==> config.mk <==
export PLATFORM = sky130hd
export DESIGN_NAME = vga_box_bounce
export DESIGN_NICKNAME = d
export VERILOG_FILES = /design/src/rtl/vga_box_bounce.sv
export SDC_FILE = /design/constraint.sdc
export NUM_CORES = 1
export LEC_CHECK = 0
export ABC_AREA = 1
export CAP_MARGIN = 20
export CORE_ASPECT_RATIO = 0.8
export CORE_MARGIN = 4
export CORE_UTILIZATION = 45
export DETAILED_ROUTE_END_ITERATION = 10
export GPL_TIMING_DRIVEN = 0
export PLACE_DENSITY = 0.7
export SLEW_MARGIN = 20
export SYNTH_ARGS = -nofsm -noshare
export SYNTH_HDL_FRONTEND = slang
export SYNTH_SLANG_ARGS = --single-unit
export TNS_END_PERCENT = 5
==> constraint.sdc <==
create_clock -name clk -period 2.3 [get_ports clk]
set_clock_uncertainty 0.1 [all_clocks]
set_input_delay 0.46 -clock clk [delete_from_list [all_inputs] [get_ports clk]]
set_output_delay 0.46 -clock clk [all_outputs]
set_load 0.01 [all_outputs]
==> src/rtl/vga_box_bounce.sv <==
// vga_box_bounce: overlays a solid square on a caller-supplied background.
// The square advances once per frame (on the vs falling edge) and bounces
// off the edges of the active area. Pixel and sync outputs share one
// register stage, so they stay mutually aligned with one cycle of latency.
module vga_box_bounce #(
    parameter int         WIDTH     = 10,
    parameter int         H_OFS     = 144,
    parameter int         V_OFS     = 35,
    parameter int         H_ACT     = 640,
    parameter int         V_ACT     = 480,
    parameter int         BOX       = 32,
    parameter int         STEP      = 2,
    parameter logic [7:0] BOX_COLOR = 8'hE0
) (
    input  logic             clk,
    input  logic             rst_n,
    input  logic             hs,
    input  logic             vs,
    input  logic [WIDTH+1:0] line_cnt,
    input  logic [WIDTH+1:0] ver_cnt,
    input  logic             en,
    input  logic [7:0]       bg_rgb,
    output logic             hs_o,
    output logic             vs_o,
    output logic [7:0]       rgb_o,
    output logic             frame_tick,
    output logic [WIDTH-1:0] box_x,
    output logic [WIDTH-1:0] box_y
);

    localparam int CW = WIDTH + 2;   // scan counter width
    localparam int PW = WIDTH + 1;   // position arithmetic width (no overflow)

    localparam logic [CW-1:0] H_LO   = CW'(H_OFS);
    localparam logic [CW-1:0] H_HI   = CW'(H_OFS + H_ACT);
    localparam logic [CW-1:0] V_LO   = CW'(V_OFS);
    localparam logic [CW-1:0] V_HI   = CW'(V_OFS + V_ACT);
    localparam logic [CW-1:0] BOX_C  = CW'(BOX);
    localparam logic [PW-1:0] XMAX_W = PW'(H_ACT - BOX);
    localparam logic [PW-1:0] YMAX_W = PW'(V_ACT - BOX);
    localparam logic [PW-1:0] STEP_W = PW'(STEP);

    logic             vs_d;
    logic             x_dir;
    logic             y_dir;
    logic [WIDTH:0]   x_upd;
    logic [WIDTH:0]   y_upd;

    logic             active_p0;
    logic             inside_p0;
    logic [CW-1:0]    px_p0;
    logic [CW-1:0]    py_p0;
    logic [CW-1:0]    bx_p0;
    logic [CW-1:0]    by_p0;
    logic [7:0]       rgb_p0;

    // One axis of motion with clamping at both walls.
    // Returns {next_dir, next_pos}; the sum is taken one bit wider than the
    // position so a step past the far wall cannot wrap.
    function automatic logic [WIDTH:0] axis_next(input logic [WIDTH-1:0] pos,
                                                 input logic             dir,
                                                 input logic [PW-1:0]    lim);
        logic [PW-1:0] pos_w;
        logic [PW-1:0] nxt;
        pos_w = {1'b0, pos};
        nxt   = pos_w;
        if (dir) begin
            nxt = pos_w + STEP_W;
            if (nxt >= lim) axis_next = {1'b0, lim[WIDTH-1:0]};
            else            axis_next = {1'b1, nxt[WIDTH-1:0]};
        end else if (pos_w <= STEP_W) begin
            axis_next = {1'b1, {WIDTH{1'b0}}};
        end else begin
            nxt       = pos_w - STEP_W;
            axis_next = {1'b0, nxt[WIDTH-1:0]};
        end
    endfunction

    assign x_upd = axis_next(box_x, x_dir, XMAX_W);
    assign y_upd = axis_next(box_y, y_dir, YMAX_W);

    // Frame detect: one-cycle pulse the cycle after vs is first seen low.
    always_ff @(posedge clk or negedge rst_n) begin
        if (!rst_n) begin
            vs_d       <= 1'b1;
            frame_tick <= 1'b0;
        end else begin
            vs_d       <= vs;
            frame_tick <= vs_d & ~vs;
        end
    end

    // Position/direction update, only on a frame tick while motion is enabled.
    always_ff @(posedge clk or negedge rst_n) begin
        if (!rst_n) begin
            box_x <= '0;
            box_y <= '0;
            x_dir <= 1'b1;
            y_dir <= 1'b1;
        end else if (frame_tick && en) begin
            {x_dir, box_x} <= x_upd;
            {y_dir, box_y} <= y_upd;
        end
    end

    // Stage p0: combinational decode of the current scan position.
    always_comb begin
        active_p0 = 1'b0;
        inside_p0 = 1'b0;
        px_p0     = line_cnt - H_LO;
        py_p0     = ver_cnt - V_LO;
        bx_p0     = {2'b00, box_x};
        by_p0     = {2'b00, box_y};
        rgb_p0    = 8'h00;
        active_p0 = (line_cnt >= H_LO) && (line_cnt < H_HI) &&
                    (ver_cnt  >= V_LO) && (ver_cnt  < V_HI);
        inside_p0 = (px_p0 >= bx_p0) && (px_p0 < bx_p0 + BOX_C) &&
                    (py_p0 >= by_p0) && (py_p0 < by_p0 + BOX_C);
        if (active_p0) rgb_p0 = inside_p0 ? BOX_COLOR : bg_rgb;
    end

    // Output register: pixel and syncs leave together, one cycle late.
    always_ff @(posedge clk or negedge rst_n) begin
        if (!rst_n) begin
            rgb_o <= 8'h00;
            hs_o  <= 1'b1;
            vs_o  <= 1'b1;
        end else begin
            rgb_o <= rgb_p0;
            hs_o  <= hs;
            vs_o  <= vs;
        end
    end

endmodule

Yosys cells after proc, flatten, opt, wreduce, memory -nomap -nowiden
Cells that the tools add are included.

Register bits after elaboration: 33. Bits in latches: 0. Memory bits (writable): 0. Bits in read-only memories: 0. Output and inout bits: 31. Word-level logic and storage cells: 45. Memories kept: 0.

$add $sub $neg: 8. Multiply operators: 0. Divide/modulo/power cells: 0. Order comparisons: 12. Eq/ne operators: 0. Shift-type cells: 0. Muxes and demuxes: 8. Bitwise gates (word level): 2. Reductions and logical operators: 7.

Operators with widths (count): $mux 11 (6); $ge 12x10->1 (2); $lt 12x10->1 const B (2); $lt 12x11->1 (2); $add 10x2->11 const B (2); $add 10x6->11 const B (2); $le 10x2->1 const B (2); $sub 10x2->10 const B (2); $mux 8 (2); $ge 12x6->1 const B (1); $ge 12x8->1 const B (1); $sub 12x6->12 const B (1); $sub 12x8->12 const B (1); $ge 11x10->1 const B (1); $ge 11x9->1 const B (1); $logic_and 1x1->1 (7); $and 1x1->1 (1); $not 1->1 (1).

Longest topological paths before layout
Gate-level depths: netlist of the first run.

Depth after elaboration: 7. Gate-level depth with buffers: 19. Depth with buffers taken out: 19.

Worst setup path before layout of the first run
No wires, ideal clock.

Kind: input-to-reg. Start point: in ver_cnt[0]. End point: reg rgb_o[0]. Setup time: 0.114 ns. Data arrival time: 2.281 ns. Data required time: 2.086 ns. Setup slack: -0.194 ns. Stages on the path: 18. Buffers on the path: 0. Cell sequence: a21o_1 > or2_2 > nand2_1 > nand2_1 > xor2_1 > ha_1 > a21oi_1 > nand2_1 > nor2_1 > nand2_1 > nand2_1 > nand2_1 > nand2_1 > nand2_1 > inv_1 > nand3_2 > nand2_1 > inv_1.

Cells in the longest elaborated chain, start to end: 6.

RTL lines: start: declaration (RTL line 20) `input logic [WIDTH+1:0] ver_cnt,`; $sub 12x6->12 (RTL line 111) `py_p0 = ver_cnt - V_LO;`; $ge 12x10->1 (RTL line 118) `(py_p0 >= by_p0) && (py_p0 < by_p0 + BOX_C);`; $logic_and 1x1->1 (RTL line 117) `inside_p0 = (px_p0 >= bx_p0) && (px_p0 < bx_p0 + BOX_C) &&`; $logic_and 1x1->1 (RTL line 118); $mux 8 (RTL line 119) `if (active_p0) rgb_p0 = inside_p0 ? BOX_COLOR : bg_rgb;`; $mux 8 (*) (RTL line 119); via rgb_p0[0] (RTL line 55) `logic [7:0] rgb_p0;`; end signal: assignment (RTL line 129) `rgb_o <= rgb_p0;`; end: declaration (RTL line 25) `output logic [7:0] rgb_o,`.

Mark *: on every way through the listed nets, which the timed path passes. The rest lies on a longest branch. A chain may end at the register's enable or synchronous reset.

Worst setup path after layout of the first run
Start point: in ver_cnt[0]. End point: reg rgb_o[5].

The elaborated chain is that of the path after synthesis.

==> results_dict.tcl, run 1 <==
set metrics [dict create \
    synth_area_leaders "dfrtp_1 (19%), ha_1 (15%), nand2_1 (12%)" \
    start_kind "input pin" \
    avgSynthCellArea_um2 6.89 \
    p_per_area_nw_per_um2 857 \
    cp.arrival_ns 2.61 \
    finalWorstSetupSlack_ns -0.213 \
    synth_common_cells "nand2_1 (116), inv_1 (73), nor2_1 (60), ha_1 (43), a21oi_1 (30)" \
    portBuffers 65 \
    yosys.area.top_type "dfrtp_1" \
    postSynthCellCount 527 \
    grt_pass1_vias 3460 \
    grt_first_pass_wirelength_um 16100 \
    ir_worst_vdd_mv 0.484 \
    n_fill_cell 758 \
    drv_slew 0 \
    core-area_um2 7910 \
    design_area_um2 4870 \
    start_util 0.459 \
    cts_buffers 5 \
    dieArea_um2 9590 \
    num_antenna_cells 0 \
    syn_area_um2 3630 \
    grt_setup_unrepaired "true" \
    pin_count 68 \
    fmax_mhz 398 \
    status "complete, but fails checks" \
    yosysMostFrequentCell "nand2_1" \
    synthArstFlopShare 1.00 \
    dpl_cell_area_um2 4440 \
    grt-ovfl-total 0 \
    finalCriticalPeriod_ns 2.51 \
    clock-sinks 31 \
    vias 3636 \
    synth-main-ff-cell "dfrtp_1" \
    crit_path_max_fanout 8 \
    maxCapViolCount 0 \
    synth_edf_count 0 \
    fin_util 0.616 \
    tightestPinTransition_ns 0.616 \
    hpwlAfterDp_um 7360 \
    die_w_um 108 \
    route.detailed.drc 0 \
    min_path_type "reg -> reg" \
    cts_tree "built" \
    via_per_inst 5.03 \
    yosysTopAreaCellShare 0.186 \
    root_buffer "clkbuf_8" \
    clock_path_buffers 2 \
    crit_required_ns 2.39 \
    finalHoldViolCount 0 \
    min_period_over_period 1.09 \
    area_growth_pct 34.1 \
    fin_nets 694 \
    leakage_nw 2.43 \
    antenna_found_initial 0 \
    end_kind "register" \
    synth_cell_types 42 \
    clk_pin_slew_ns 0.06 \
    place_ws_ns -0.978 \
    ys_ff_latch 31 \
    final_layout_size_suffix_gt1_frac 0.231 \
    crit_type "in -> reg" \
    cts_max_level 2 \
    wirelength_um 10000 \
    yosysWarnings 0 \
    seq_area_frac_synth 0.215 \
    grt_max_degree 31 \
    num_rows 29 \
    die_h_um 88.4 \
    ant_nets 0 \
    place_congestion 0.919 \
    violations "negative setup slack" \
    clock_latency_ns 0.29 \
    maxSlewHeadroom 0.589 \
    dr.pass1.iters 4 \
    setup_violations 8 \
    gr-usage-all-layers 0.208 \
    drt_iter0_markers 252 \
    wl_per_cell_um 13.8 \
]
==> worst paths after layout <==
kind,start,end,slack [ns],cells past startpoint
setup / recovery,ver_cnt[0],rgb_o[5],-0.21,15
max in group asynchronous,rst_n,hs_o,1.27,3
min in group asynchronous,rst_n,box_x[6],0.39,2
hold reg to reg,vs_o,frame_tick,0.37,2
hold / removal,vs_o,frame_tick,0.37,2
setup reg to reg,box_y[5],rgb_o[5],-0.09,14
==> layout make-up <==
class                   instances  area [um^2]  area share
well taps                     108          135      0.0277
repair buffers                 79          769       0.158
flip-flops and latches         31          785       0.161
clock buffers                   7         76.3      0.0157
multi-input cells             398         2670       0.548
clock inverters                 1         5.00     0.00103
plain buffers                  12          103      0.0211
inverters                      87          327      0.0670
==> logic make-up (layout without fill, tap and decap cells) <==
family	count (synthesis)	count (layout)	share of synthesized area
and+or+nand+nor	259	259	0.337
buffers and inverters	99	186	0.118
AOI/OAI and AO/OA	63	63	0.102
adders and majority gates	43	43	0.148
xor gates and xnor gates	31	31	0.0789
DFF	31	31	0.215
other	1	2	0.00103
==> what timing repair did <==
action / CTS / global route
endpoints found under the hold margin: 1 / 0
setup endpoints to repair: 8 / 8
hold buffers: 1 / 0
pin swaps: 13 / 26
gates resized for setup: 40 / 39
setup buffers: 7 / 5
==> flip-flops by register name (all words and copies together), names as in the netlist <==
signal	count
box_x	9
box_y	9
frame_tick	1
hs_o	1
rgb_o	8
vs_o	1
x_dir	1
y_dir	1
==> worst max-delay path, stage by stage <==
cell and delay [ns]:
buf_6 0.09, a21o_1 0.20, or2_4 0.25, nand2_4 0.08, nand2_4 0.06, xor2_4 0.17
ha_4 0.28, nand2_2 0.07, nor3_2 0.18, nand2_1 0.09, a21oi_2 0.16, nor2_2 0.05
nor2_2 0.12, nand3_4 0.16, a21oi_2 0.18
==> placed cells by master, fill, tap and decap left out, types with 14 or more instances in the layout <==
cell               n
a21oi_1           24
buf_4             16
clkdlybuf4s50_1   55
dfrtp_1           24
ha_1              36
inv_1             64
inv_2             22
nand2_1          111
nand3_1           21
nand4_1           14
nor2_1            57
xor2_1            20
==> metrics by stage <==
stage,hold WS [ns],total power [mW],setup TNS (ns),instances
5_1_grt,0.393,4.59,-2.74,723
3_3_place_gp,0.358,3.39,-8.29,701
3_5_place_dp,0.159,3.47,-8.30,702
4_1_cts,0.378,3.98,-2.16,718
2_1_floorplan,0.0644,2.67,-0.984,528
6_report,0.372,4.18,-1.52,723
==> metal layers <==
layer | vias to the layer above | GRT usage | routed length, um
li1 | 1837 | - | -
met1 | 1679 | 0.283 | 4530
met2 | 110 | 0.341 | 4540
met3 | 10 | 0.0540 | 839
met4 | 0 | 0.0378 | 97
met5 | - | 0 | 0
==> where the power goes <==
part,total (mW),switching [mW],leakage [nW],internal (mW)
sequential,0.917,0.218,0.381,0.699
combinational,2.83,1.61,2.00,1.23
clock,0.425,0.212,0.0422,0.212
total,4.18,2.04,2.43,2.14
(Power assumes the default switching activity.)
==> run 2: changes to the inputs <==
CORE_UTILIZATION = 50   (was 45)
PLACE_DENSITY = 0.77   (was 0.7)
SETUP_SLACK_MARGIN = 0.02   (was unset)
==> results_dict.tcl, run 2 (synthesized netlist as in run 1, its figures left out) <==
set metrics [dict create \
    leakage_nw 2.41 \
    antenna_found_initial 0 \
    setup_violations 8 \
    clock_path_buffers 2 \
    num_rows 27 \
    cts_max_level 2 \
    p_per_area_nw_per_um2 882 \
    violations "negative setup slack" \
    root_buffer "clkbuf_8" \
    final_cells 698 \
    tightestPinTransition_ns 0.694 \
    core-area_um2 6960 \
    min_period_over_period 1.13 \
    final_layout_size_suffix_gt1_frac 0.227 \
    dieArea_um2 8700 \
    clock-sinks 31 \
    grt_setup_unrepaired "true" \
    crit_type "in -> reg" \
    start_util 0.522 \
    top_regs "box_x: 9 flops, box_y: 9 flops, rgb_o: 8 flops" \
    cts_tree "built" \
    ir_worst_vdd_mv 0.666 \
    end_kind "register" \
    final_common_cell "nand2_1" \
    cp_common_cell "a21oi_2" \
    crit_chain "buf_6, a21o_1, or2_4, buf_4, xor2_1, inv_1, ha_1, nand2_1, a21oi_2, nor2_2, a21oi_2, nor2_1, nor2_2, nand3_4, a21oi_2" \
    finalCriticalPeriod_ns 2.59 \
    die_h_um 84.2 \
    cp.arrival_ns 2.69 \
    whs_ns 0.109 \
    finalWorstSetupSlack_ns -0.290 \
    dr.pass1.iters 5 \
    gr-usage-all-layers 0.221 \
    fin_nets 690 \
    start_kind "input pin" \
    holdBufCountCts 0 \
    hpwlAfterDp_um 7410 \
    power_mw 4.22 \
    grt_first_pass_wirelength_um 15600 \
    vias 3708 \
    grt_pass1_vias 3454 \
    crit_path_max_fanout 8 \
    n_fill_cell 585 \
    drv_slew 0 \
    num_antenna_cells 0 \
    cts_buffers 5 \
    clk_pin_slew_ns 0.07 \
    fmax_mhz 386 \
    fin_util 0.687 \
    critical_path.max_stage_delay_ns 0.31 \
    pin_count 68 \
    status "complete, but fails checks" \
    die_w_um 103 \
    finalHoldViolCount 0 \
    maxCapViolCount 0 \
    maxSlewHeadroom 0.537 \
    clock_latency_ns 0.29 \
    place_congestion 0.897 \
    grt-ovfl-total 0 \
    crit_path_top_delay_cell "ha_1" \
    layout_common_cells "nand2_1 (111), inv_1 (65), nor2_1 (55), clkdlybuf4s50_1 (53), ha_1 (37)" \
    grt_max_degree 32 \
    crit_required_ns 2.40 \
    route.detailed.drc 0 \
    ant_nets 0 \
    dp.cells 680 \
    portBuffers 65 \
    min_path_type "in -> async" \
    wirelength_um 9990 \
    drt_iter0_markers 252 \
    place_ws_ns -0.938 \
    via_per_inst 5.31 \
    area_growth_pct 31.5 \
    wl_per_cell_um 14.3 \
]
[run 2: routing by layer]
| metal | track usage | part of all wire | vias to the layer above | wire length [um] |
|---|---|---|---|---|
| li1 | - | - | 1840 | - |
| met1 | 0.310 | 0.45 | 1690 | 4450 |
| met2 | 0.346 | 0.44 | 158 | 4440 |
| met3 | 0.0498 | 0.090 | 20 | 904 |
| met4 | 0.0541 | 0.020 | 0 | 197 |
| met5 | 0 | 0 | - | 0 |
[run 2: final timing paths]
kind / from / slack, ns / to / depth (start not counted)
max: ver_cnt[0] / -0.29 / rgb_o[6] / 15
min: rst_n / 0.11 / box_x[4] / 1
max reg2reg: box_x[5] / -0.08 / rgb_o[6] / 14
min reg2reg: vs_o / 0.37 / frame_tick / 2
max in group asynchronous: rst_n / 1.50 / box_y[5] / 1
min in group clk: vs_o / 0.37 / frame_tick / 2
[run 2: critical path: cells and delay by family]
family	cells	cell delay, ns
and+or+nand+nor	6	0.77
AOI/OAI and AO/OA	4	0.69
adders and majority gates	1	0.31
buffers and inverters	3	0.30
xor gates and xnor gates	1	0.14
[run 2: stage by stage]
stage	cell area [um^2]	setup TNS (ns)
after floorplan	3640	-0.984
after global placement	4400	-7.43
after detailed placement	4400	-7.63
after CTS	4580	-1.74
after global routing	4780	-2.76
final	4780	-2.22
[run 2: repair_timing]
action,4_1_cts,5_1_grt
gates resized for setup,38,41
setup buffers,8,2
cloned,0,0
pin swaps,14,21
endpoints found under the setup margin,8,8
[run 2: report_power, final]
part           total (mW)  internal, mW  leakage [nW]  switching [mW]
clock network       0.420         0.212        0.0422           0.208
logic                2.88          1.23          1.98            1.65
registers           0.920         0.701         0.379           0.219
total                4.22          2.14          2.41            2.07
[run 2: final cells by class]
cell class	instances	area [um^2]	area share
multi-input combinational	398	2650	0.554
sequential	31	786	0.164
timing repair buffer	75	726	0.152
inverter	87	327	0.0683
tap	87	109	0.0228
buffer	12	103	0.0215
clock buffer	7	76.3	0.0160
clock inverter	1	5.00	0.00105
==> run 3: changes to the inputs <==
SKIP_CTS_REPAIR_TIMING = 1   (was unset)
==> results_dict.tcl, run 3 (synthesized netlist as in run 1, its figures left out) <==
set metrics [dict create \
    drt_iter0_markers 252 \
    grt-ovfl-total 0 \
    cp.arrival_ns 2.60 \
    min_period_over_period 1.09 \
    dp.cells 680 \
    start_util 0.522 \
    end_kind "register" \
    place_congestion 0.897 \
    clock-sinks 31 \
    violations "negative setup slack" \
    maxSlewHeadroom 0.533 \
    grt_setup_unrepaired "true" \
    num_antenna_cells 0 \
    maxCapViolCount 0 \
    final_common_cell "nand2_1" \
    worstSetupStartpoint "ver_cnt[1]" \
    critical_path.endpoint "rgb_o[6]" \
    grt_pass1_vias 3393 \
    route.detailed.drc 0 \
    fin_nets 685 \
    portBuffers 65 \
    layout_common_cells "nand2_1 (112), inv_1 (66), nor2_1 (57), clkdlybuf4s50_1 (55), ha_1 (37)" \
    status "complete, but fails checks" \
    start_kind "input pin" \
    die_h_um 84.2 \
    clock_path_buffers 2 \
    crit_type "in -> reg" \
    root_buffer "clkbuf_8" \
    grt_max_degree 32 \
    ir_worst_vdd_mv 0.666 \
    num_rows 27 \
    dr.pass1.iters 5 \
    clk_pin_slew_ns 0.07 \
    final_layout_size_suffix_gt1_frac 0.205 \
    r2r_cells 15 \
    min_path_type "in -> async" \
    fmax_mhz 400 \
    dieArea_um2 8700 \
    final_cells 693 \
    finalSetupTns_ns -1.34 \
    via_per_inst 5.28 \
    die_w_um 103 \
    top_regs "box_x: 9 flops, box_y: 9 flops, rgb_o: 8 flops" \
    cts_buffers 5 \
    leakage_nw 2.40 \
    wirelength_um 9670 \
    area_growth_pct 30.5 \
    grt_first_pass_wirelength_um 15200 \
    cts_max_level 2 \
    crit_required_ns 2.40 \
    place_ws_ns -0.938 \
    finalCriticalPeriod_ns 2.50 \
    ant_nets 0 \
    rr_startpoint "box_y[5]" \
    core-area_um2 6960 \
    tightestPinTransition_ns 0.701 \
    rrSetupSlack_ns -0.16 \
    pin_count 68 \
    setup_violations 8 \
    timing.rr.end "rgb_o[6]" \
    p_per_area_nw_per_um2 871 \
    gr-usage-all-layers 0.215 \
    clock_latency_ns 0.29 \
    hpwlAfterDp_um 7410 \
    crit_path_max_fanout 8 \
    vias 3657 \
    antenna_found_initial 0 \
    finalHoldViolCount 0 \
    wl_per_cell_um 13.9 \
    drv_slew 0 \
    finalWorstSetupSlack_ns -0.197 \
    n_fill_cell 591 \
    whs_ns 0.108 \
    cts_tree "built" \
]
## run 3: final cells by class
| cell class | count | area (um^2) | area share |
|---|---|---|---|
| Multi-Input combinational cell | 398 | 2640 | 0.557 |
| Sequential cell | 31 | 783 | 0.165 |
| Timing Repair Buffer | 70 | 696 | 0.147 |
| Inverter | 87 | 327 | 0.0689 |
| Tap cell | 87 | 109 | 0.0230 |
| Buffer | 12 | 103 | 0.0216 |
| Clock buffer | 7 | 76.3 | 0.0161 |
| Clock inverter | 1 | 5.00 | 0.00106 |
## run 3: metal layers
layer | routed length [um] | vias up | track usage
met5 | 0 | - | 0
met4 | 176 | 0 | 0.0541
met3 | 968 | 22 | 0.0515
met2 | 4190 | 173 | 0.327
met1 | 4330 | 1638 | 0.306
li1 | - | 1824 | -
## run 3: metrics by stage
| stage | utilization | cell area (um^2) | power, mW |
|---|---|---|---|
| floorplan | - | 3640 | 2.67 |
| global placement | 0.633 | 4400 | 3.38 |
| detailed placement | 0.632 | 4400 | 3.46 |
| CTS | 0.643 | 4480 | 3.91 |
| global route | 0.681 | 4740 | 4.49 |
| finish | 0.681 | 4740 | 4.13 |
## run 3: where the power goes
part           internal [mW]  leakage (nW)  switching [mW]
logic                   1.19          1.98            1.60
clock network          0.212        0.0422           0.212
registers              0.697         0.381           0.219
total                   2.10          2.40            2.03
## run 3: critical path: stages
cell and delay [ns]:
buf_6 0.09, a21o_1 0.19, or2_4 0.27, nand2_4 0.08, nand2_4 0.07, xor2_4 0.20, ha_1 0.30, nand2_1 0.09
nor3_2 0.12, nand2_1 0.09, a21oi_2 0.12, nor2_1 0.06, nor2_2 0.12, nand3_4 0.16, a21oi_2 0.17
## run 3: worst min path at each step
stage	startpoint	to	slack, ns	cells past startpoint
detailed placement	vs_o	frame_tick	0.36	2
finish	rst_n	box_x[4]	0.11	1
global route	rst_n	box_x[4]	0.16	1
global placement	vs_o	frame_tick	0.36	2
CTS	rst_n	box_x[4]	0.12	1
floorplan	rst_n	box_x[1]	0.06	0
